[config.mk]
export PLATFORM = sky130hd
export DESIGN_NAME = fetch_unit
export DESIGN_NICKNAME = d
export VERILOG_FILES = /design/src/rtl/fetch_pkg.sv /design/src/rtl/fetch_queue.sv /design/src/rtl/fetch_unit.sv
export SDC_FILE = /design/constraint.sdc
export NUM_CORES = 1
export LEC_CHECK = 0
export ABC_AREA = 1
export CAP_MARGIN = 20
export CORE_MARGIN = 3
export CORE_UTILIZATION = 35
export DETAILED_ROUTE_END_ITERATION = 6
export DONT_BUFFER_PORTS = 1
export HOLD_SLACK_MARGIN = 0.08
export SYNTH_ARGS = -nofsm -noshare
export SYNTH_HDL_FRONTEND = slang
export SYNTH_HIERARCHICAL = 1
export SYNTH_SLANG_ARGS = --single-unit
[constraint.sdc]
create_clock -name clk -period 4.9 [get_ports clk]
set_input_delay 0.98 -clock clk [delete_from_list [all_inputs] [get_ports clk]]
set_output_delay 0.98 -clock clk [all_outputs]
set_load 0.03 [all_outputs]
[src/rtl/fetch_pkg.sv]
// Shared types and constants for the instruction fetch stage.
// The optional FETCH_PERF_EN macro (see fetch_unit) adds performance counters.
package fetch_pkg;

  localparam logic [31:0] NOP_INSTR        = 32'h0000_0013;
  localparam logic [31:0] DEFAULT_RESET_PC = 32'h0000_0000;

  typedef struct packed {
    logic [31:0] pc;
    logic [31:0] instr;
  } fetch_entry_t;

  typedef enum logic {
    FETCH = 1'b0,
    FLUSH = 1'b1
  } fetch_state_t;

endpackage

[src/rtl/fetch_queue.sv]
// Small synchronous FIFO of fetched (pc, instr) pairs; flush dominates push and pop.
// DEPTH must be a power of two so the pointers wrap naturally.
module fetch_queue
  import fetch_pkg::*;
#(
  parameter int DEPTH = 4,
  localparam int AW = $clog2(DEPTH),
  localparam int CW = $clog2(DEPTH + 1)
) (
  input  logic          clk,
  input  logic          reset_n,
  input  logic          push,
  input  fetch_entry_t  push_data,
  input  logic          pop,
  input  logic          flush,
  output fetch_entry_t  head,
  output logic [CW-1:0] count
);

  localparam logic [CW-1:0] FULL = CW'(DEPTH);

  fetch_entry_t  mem [DEPTH];
  logic [AW-1:0] wr_ptr;
  logic [AW-1:0] rd_ptr;
  logic          do_push;
  logic          do_pop;

  assign do_pop  = pop && (count != '0);
  assign do_push = push && ((count != FULL) || do_pop);
  assign head    = mem[rd_ptr];

  always_ff @(posedge clk or negedge reset_n) begin
    if (!reset_n) begin
      wr_ptr <= '0;
      rd_ptr <= '0;
      count  <= '0;
    end else if (flush) begin
      wr_ptr <= '0;
      rd_ptr <= '0;
      count  <= '0;
    end else begin
      if (do_push) wr_ptr <= wr_ptr + AW'(1);
      if (do_pop)  rd_ptr <= rd_ptr + AW'(1);
      count <= count + CW'(do_push) - CW'(do_pop);
    end
  end

  // Storage needs no reset: entries are only observed while count covers them.
  always_ff @(posedge clk) begin
    if (do_push && !flush) mem[wr_ptr] <= push_data;
  end

endmodule

[src/rtl/fetch_unit.sv]
// Instruction fetch stage: in-order imem requests, response queue, redirect squash.
// Define FETCH_PERF_EN to add the perf_fetched / perf_discarded counters.
module fetch_unit
  import fetch_pkg::*;
#(
  parameter int          DEPTH    = 4,
  parameter logic [31:0] RESET_PC = DEFAULT_RESET_PC
) (
  input  logic        clk,
  input  logic        reset_n,
  input  logic        redirect_valid,
  input  logic [31:0] redirect_addr,
  output logic        imem_req,
  output logic [31:0] imem_addr,
  input  logic        imem_gnt,
  input  logic        imem_rvalid,
  input  logic [31:0] imem_rdata,
  output logic        id_valid,
  input  logic        id_ready,
  output logic [31:0] id_instr,
  output logic [31:0] id_pc,
  output logic [31:0] id_pc_plus4
`ifdef FETCH_PERF_EN
  ,
  output logic [31:0] perf_fetched,
  output logic [31:0] perf_discarded
`endif
);

  localparam int          CW        = $clog2(DEPTH + 1);
  localparam logic [CW:0] DEPTH_LIM = (CW + 1)'(DEPTH);

  fetch_state_t  state;
  fetch_state_t  state_next;
  logic [CW-1:0] outstanding;
  logic [CW-1:0] outstanding_next;
  logic [CW-1:0] discard_cnt;
  logic [CW-1:0] count;
  logic [CW:0]   credit_used;
  logic [31:0]   fetch_addr;
  logic [31:0]   resp_addr;
  logic [31:0]   target_addr;
  logic          grant;
  logic          push;
  logic          pop;
  fetch_entry_t  head;
  fetch_entry_t  push_entry;

  // Credit counts every response still owed, so the queue always has room for it.
  assign credit_used      = {1'b0, outstanding} + {1'b0, count};
  assign imem_req         = reset_n && !redirect_valid && (credit_used < DEPTH_LIM);
  assign imem_addr        = fetch_addr;
  assign grant            = imem_req && imem_gnt;
  assign outstanding_next = outstanding + CW'(grant) - CW'(imem_rvalid);
  assign target_addr      = {redirect_addr[31:2], 2'b00};

  assign push       = imem_rvalid && (state == FETCH) && !redirect_valid;
  assign pop        = id_valid && id_ready && !redirect_valid;
  assign push_entry = '{pc: resp_addr, instr: imem_rdata};

  fetch_queue #(.DEPTH(DEPTH)) u_queue (
    .clk       (clk),
    .reset_n   (reset_n),
    .push      (push),
    .push_data (push_entry),
    .pop       (pop),
    .flush     (redirect_valid),
    .head      (head),
    .count     (count)
  );

  always_comb begin
    state_next = state;
    if (redirect_valid) begin
      state_next = (outstanding_next != '0) ? FLUSH : FETCH;
    end else if ((state == FLUSH) && imem_rvalid && (discard_cnt == CW'(1))) begin
      state_next = FETCH;
    end
  end

  always_ff @(posedge clk or negedge reset_n) begin
    if (!reset_n) begin
      state       <= FETCH;
      outstanding <= '0;
      discard_cnt <= '0;
      fetch_addr  <= RESET_PC;
      resp_addr   <= RESET_PC;
    end else begin
      state       <= state_next;
      outstanding <= outstanding_next;
      if (redirect_valid) begin
        fetch_addr  <= target_addr;
        resp_addr   <= target_addr;
        discard_cnt <= outstanding_next;
      end else begin
        if (grant) fetch_addr <= fetch_addr + 32'd4;
        if (push)  resp_addr  <= resp_addr + 32'd4;
        if ((state == FLUSH) && imem_rvalid) discard_cnt <= discard_cnt - CW'(1);
      end
    end
  end

  assign id_valid    = (count != '0);
  assign id_instr    = id_valid ? head.instr : NOP_INSTR;
  assign id_pc       = id_valid ? head.pc : 32'd0;
  assign id_pc_plus4 = id_pc + 32'd4;

`ifdef FETCH_PERF_EN
  // A redirect discards both the dropped response and everything still queued.
  logic squashed;
  assign squashed = imem_rvalid && ((state == FLUSH) || redirect_valid);

  always_ff @(posedge clk or negedge reset_n) begin
    if (!reset_n) begin
      perf_fetched   <= '0;
      perf_discarded <= '0;
    end else begin
      perf_fetched   <= perf_fetched + 32'(pop);
      perf_discarded <= perf_discarded + 32'(squashed)
                        + (redirect_valid ? 32'(count) : 32'd0);
    end
  end
`endif

endmodule

* Word level (Yosys, flattened, before mapping)
Memories as Yosys holds them, arrays and structs flattened.
Index checks and enable logic that the tools add are counted.
** Storage, ports and cells
- Logic and storage cells :: 64
- Input port bits :: 70
- Memory bits (writable) :: 256
- Flip-flop bits (word level) :: 78
- Memories :: 1
** Cells by class
- Reduce and logical (&&, ||, !) cells :: 22
- Bitwise gates (word level) :: 1
- Muxes and demuxes :: 18
- Add/subtract/negate cells :: 11
- Equality and inequality tests :: 2
- $lt $le $gt $ge :: 1
** Memories
- u_queue.mem :: depth 4, width 64, rd ports 1, clocked after Yosys merged registers in 0, write ports 1, RTL line fetch_queue.sv:22 : fetch_entry_t mem [DEPTH];
** Operator list (count)
- 32-bit two-way mux :: 6
- 32-bit by 3-bit adder with 32-bit output, second input constant :: 3
- 1-bit logical AND :: 12
- 2-bit nonzero test :: 6
- 3-bit two-way mux :: 3
- 2-bit two-way mux :: 4
- 3-bit by 1-bit adder with 3-bit output :: 2
- 3-bit nonzero test :: 2
- 3-bit by 1-bit subtractor with 3-bit output :: 2
- 1-bit two-way mux :: 5
- 2-bit by 1-bit adder with 2-bit output, second input constant :: 2
- 3-bit by 3-bit adder with 4-bit output :: 1
- 4-bit by 3-bit < comparator with 1-bit output, second input constant :: 1
- 3-bit by 1-bit == test with 1-bit output, second input constant :: 1
- 3-bit != test, second input constant :: 1
- 3-bit by 1-bit subtractor with 3-bit output, second input constant :: 1
- 1-bit zero test :: 1
- 1-bit logical OR :: 1
- 1-bit inverter :: 1

* Depth between registers and ports, before layout
- Depth after elaboration :: 9
- Mapped depth :: 16
- Depth with buffers taken out :: 14

* Cells and area by module
The synthesis kept the hierarchy.
** By module, submodules not included
- fetch_queue :: area each 10032.1 µm², seq. area each 7862.5 µm², times used 1, cells each 682
- fetch_unit :: area each 6234.7 µm², seq. area each 1676.6 µm², times used 1, cells each 1005

* Least setup slack after synthesis
Ideal clock, no wire load.
- Kind :: in2reg
- Start :: input imem_rvalid
- End :: memory u_queue/mem[0][0] (netlist name) (enable)
- Data arrival time :: 4.532 ns
- Setup time :: 0.486 ns
- Setup slack :: -0.118 ns
- Stages on the path :: 7
- Data required time :: 4.414 ns
- Cell sequence :: inv_1 nor2_1 nand2_2 clkinv_1 buf_4 nand3_1 nor2_1
** Between the ends
- Word-level cells in the longest chain between the ends :: 6
** Ends and longest elaborated chain
- start: declaration :: RTL line fetch_unit.sv:16 : input logic imem_rvalid,
- 1-bit logical AND (2 in series) :: RTL line fetch_unit.sv:57 : assign push = imem_rvalid && (state == FETCH) && !redirect_valid;
- net push :: RTL line fetch_unit.sv:44 : logic push;
- 1-bit logical AND :: RTL line fetch_queue.sv:29 : assign do_push = push && ((count != FULL) || do_pop);
- 1-bit logical AND :: RTL line fetch_queue.sv:50 : if (do_push && !flush) mem[wr_ptr] <= push_data;
- 1-bit two-way mux :: RTL line fetch_queue.sv:50
- 1-bit two-way mux (not written as such) :: RTL line fetch_queue.sv:50
- end: declaration :: RTL line fetch_queue.sv:22
The timed path passes the listed nets, and every way through them passes these cells.

==> results_dict.tcl <==
set metrics [dict create \
    static-leakage-power_nw 7.28 \
    cts_made_buffers 38 \
    core.rowCount 78 \
    instances_no_fill 2365 \
    dpl.cell_count 2296 \
    post-route-cell-area_um2 18600 \
    num_antenna_cells 0 \
    first_pass_grt_wire_length_um 66900 \
    ys_async_sr_fraction_pct 22.4 \
    critPathMaxFanout 21 \
    critical_path_buf_inv_count 4 \
    die_area_um2 49100 \
    power.share.switching_pct 29.4 \
    worstMarginPinSlew_ps 936 \
    dpl-instance-area_um2 17400 \
    dp.final_hpwl_um 28800 \
    post_synth_inst_count 1687 \
    area_overhead_vs_synth_pct 14.5 \
    num_io_pins 200 \
    final_antenna_net_count 0 \
    design.core.area_um2 45700 \
    synth.distinct_cells 51 \
    drt_pass1_iterations 6 \
    critical_path_depth 11 \
    postSynthAreaPerCell_um2 9.64 \
    synthSimpleGateAreaFrac_pct 21.6 \
    fraction_of_the_yosys_area_taken_by_sequential_cells_pct 58.6 \
    maxCapViolations 0 \
    achievable-frequency_mhz 216 \
    crit_end "id_pc_plus4[12]" \
    r2r_end "discard_cnt[2]" \
    buffer_ports.inserted 0 \
    setup.worst_path.class "reg2out" \
    relSlewSlack_pct 37.4 \
    power_density_nw_per_um2 389 \
    arrival_ps 3650 \
    internal-power_w 0.00512 \
    worst_hold_slack_ps 129 \
    fraction_of_power_consumed_by_the_clock_network_pct 37.7 \
    worstRegToRegCells 14 \
    clk-insertion-delay-late_ps 550 \
    first_global_vias 11700 \
    synth_top_family_by_area "simple AND/OR/NAND/NOR gates" \
    number_of_slew_limit_violations_in_the_final_report 0 \
    crit-reg2reg-launch "u_queue/count[2]" \
    library_cell_used_as_clock_root_buffer "clkbuf_16" \
    synth-edff-count 256 \
    final_hold_viol_count 0 \
    synth_area_um2 16300 \
    crit_chain "clkinv_1 > o21ai_1 > o22ai_1 > nand2_2 > inv_1 > ha_1 > nand4_2 > inv_2 > nand3b_1 > xor2_1 > buf_4" \
    synth_area_in_compound_gates_pct 9.81 \
    prevailing_post_synth_register_cell "edfxtp_1" \
    unrepaired_setup_endpoints_after_global_routing "false" \
    htree_levels 2 \
    post-route-period-util_pct 94.6 \
    route.detailed.wl_per_inst_um 18.0 \
    worstSetupStartpoint "u_queue/rd_ptr[1]" \
    combPwrFrac_pct 13.9 \
    clock_sink_count 330 \
    worst_ir_drop_vdd_uv 246 \
    drc 0 \
    yosys.area_share.adder_pct 1.32 \
    register_clock_pin_slew_on_the_reported_worst_setup_and_hold_paths_ps 60 \
    finish.net_count 1822 \
    yosys.area_share.xor_xnor_pct 1.83 \
    worstPathRequired_ps 3920 \
    num-fill-cells 4426 \
    synth.area.mux_share_pct 0 \
    reg2reg_setup_slack_ps 1620 \
    timing.critical_path.from_type "flip-flop" \
    initial_drt_markers 968 \
    drive_above_1_share_pct 12.5 \
    worst_path_dominant_cell_family "buffers and inverters" \
    overflow 0 \
    fin_util_pct 40.8 \
    die_width_um 222 \
    route.final.wire_length_um 42700 \
    worstSetupEndpointType "output pin" \
    max_stage_delay_ps 660 \
    synth-seq-cells 330 \
    vias_per_cell 5.13 \
    largest_net_degree_at_the_start_of_global_routing 80 \
    status "completed" \
    final.min_clock_period_ps 4630 \
    post_cts.resized_instances 0 \
    ys_warn_count 6 \
    gp_routability_congestion 0.895 \
    grt_util_all_layers_pct 17.1 \
    p_switching_w 0.00213 \
    post-cts-setup-buffer-count 0 \
    worst_path_max_delay_cell "dfrtp_2" \
    initial_antenna_violation_count 0 \
    cts_tree "yes" \
    power.sequential.fraction_pct 48.3 \
    vias 12100 \
    timing.final.setup_violations 0 \
    dieHeight_um 222 \
    fin_skew_ps 19.8 \
    clock_path_buffers 3 \
    cts_hold_buffers 0 \
    floorplan.initialDensity_pct 35.6 \
    hold_path.class "in2async" \
]
-- layout by cell type, fill, tap and decap left out, types with 10 or more instances in the layout --
cell and instances:
nand2_1 322, nor2_1 261, edfxtp_1 256, inv_1 162, o21ai_0 110, nand3_1 103
dfrtp_1 72, o21ai_1 52, o22ai_1 52, buf_4 48, clkbuf_16 39, xor2_1 26
nor2_2 25, buf_12 19, o211ai_1 17, ha_1 14, nand4_1 13, nor2_4 12
o22ai_2 12, nand2_2 10, nor3_1 10, o21bai_1 10, conb_1 10
-- power groups by stage --
| stage | sequential [W] | combinational (W) | clock, W |
|---|---|---|---|
| floorplan | 0.00347 | 0.000755 | 0 |
| CTS | 0.00350 | 0.00102 | 0.00281 |
| finish | 0.00351 | 0.00101 | 0.00274 |
| global route | 0.00353 | 0.00113 | 0.00293 |
| global placement | 0.00355 | 0.000994 | 0 |
| detailed placement | 0.00356 | 0.00102 | 0 |
-- kinds of logic (layout without fill, tap and decap cells) --
kind of cell	count (synthesis)	count (layout)
adder cells (fa/ha/maj)	16	16
buffers and inverters	243	312
AND/OR/NAND/NOR	791	791
flip-flops	330	330
XOR/XNOR	34	34
AO/OA/AOI/OAI	272	272
other	1	10
-- layer usage --
| metal | track usage, % | vias to the layer above | wire [µm] |
|---|---|---|---|
| met5 | 0 | - | 0 |
| met4 | 3.90 | 0 | 635 |
| met3 | 4.51 | 49 | 3710 |
| met2 | 26.9 | 443 | 19200 |
| met1 | 23.9 | 5853 | 19100 |
| li1 | - | 5790 | - |
-- worst min-delay path by stage --
stage / startpoint / end / slack (ps) / cells past startpoint
final: reset_n / resp_addr[18] / 130 / 0
after global routing: reset_n / imem_addr[23] / 100 / 0
after global placement: outstanding[1] / outstanding[2] / 520 / 1
after CTS: reset_n / imem_addr[28] / 100 / 0
after floorplan: outstanding[1] / outstanding[2] / 490 / 1
after detailed placement: outstanding[0] / outstanding[0] / 540 / 1
-- worst reg2reg max path, delay by kind of cell, from the launching register on --
kind,cells,cell delay [ps]
flip-flops,1,440
XOR/XNOR,2,400
buffers and inverters,2,220
AND/OR/NAND/NOR,5,690
adder cells (fa/ha/maj),4,1310
AO/OA/AOI/OAI,1,140
-- cell type report --
class / count / area, µm² / share of cell area [%]
sequential: 330 / 9540 / 51.2
multi-input combinational: 1123 / 5710 / 30.6
clock buffer: 48 / 1020 / 5.47
timing repair buffer: 68 / 752 / 4.04
tap: 600 / 751 / 4.03
inverter: 175 / 659 / 3.54
clock inverter: 21 / 199 / 1.07
-- metrics by stage --
stage / power, W / setup WS, ps / setup TNS [ps]
3_3_place_gp: 0.00454 / 777 / 0
6_report: 0.00725 / 266 / 0
3_5_place_dp: 0.00458 / 736 / 0
2_1_floorplan: 0.00423 / -118 / -30210
4_1_cts: 0.00733 / 158 / 0
5_1_grt: 0.00759 / 19.5 / 0
-- synthesized netlist by cell type (all sizes together), types with 15 or more instances --
| cell | n | share of area, % |
|---|---|---|
| o211ai | 17 | 0.78 |
| edfxtp | 256 | 47 |
| nand3 | 114 | 3.9 |
| nor2 | 299 | 7.8 |
| nor3 | 15 | 0.77 |
| clkbuf | 17 | 0.39 |
| o22ai | 64 | 2.8 |
| o21ai | 162 | 5.0 |
| xor2 | 26 | 1.4 |
| inv | 171 | 4.0 |
| nand2 | 334 | 8.0 |
| dfrtp | 74 | 11 |
| buf | 51 | 2.3 |
-- registers in the layout, summed over array words and instances, names as in the netlist --
name / count
resp_addr: 30
u_queue/mem: 256
state: 1
u_queue/count: 3
discard_cnt: 3
u_queue/rd_ptr: 2
imem_addr: 30
u_queue/wr_ptr: 2
outstanding: 3
Power figures use the tool's default switching activity.
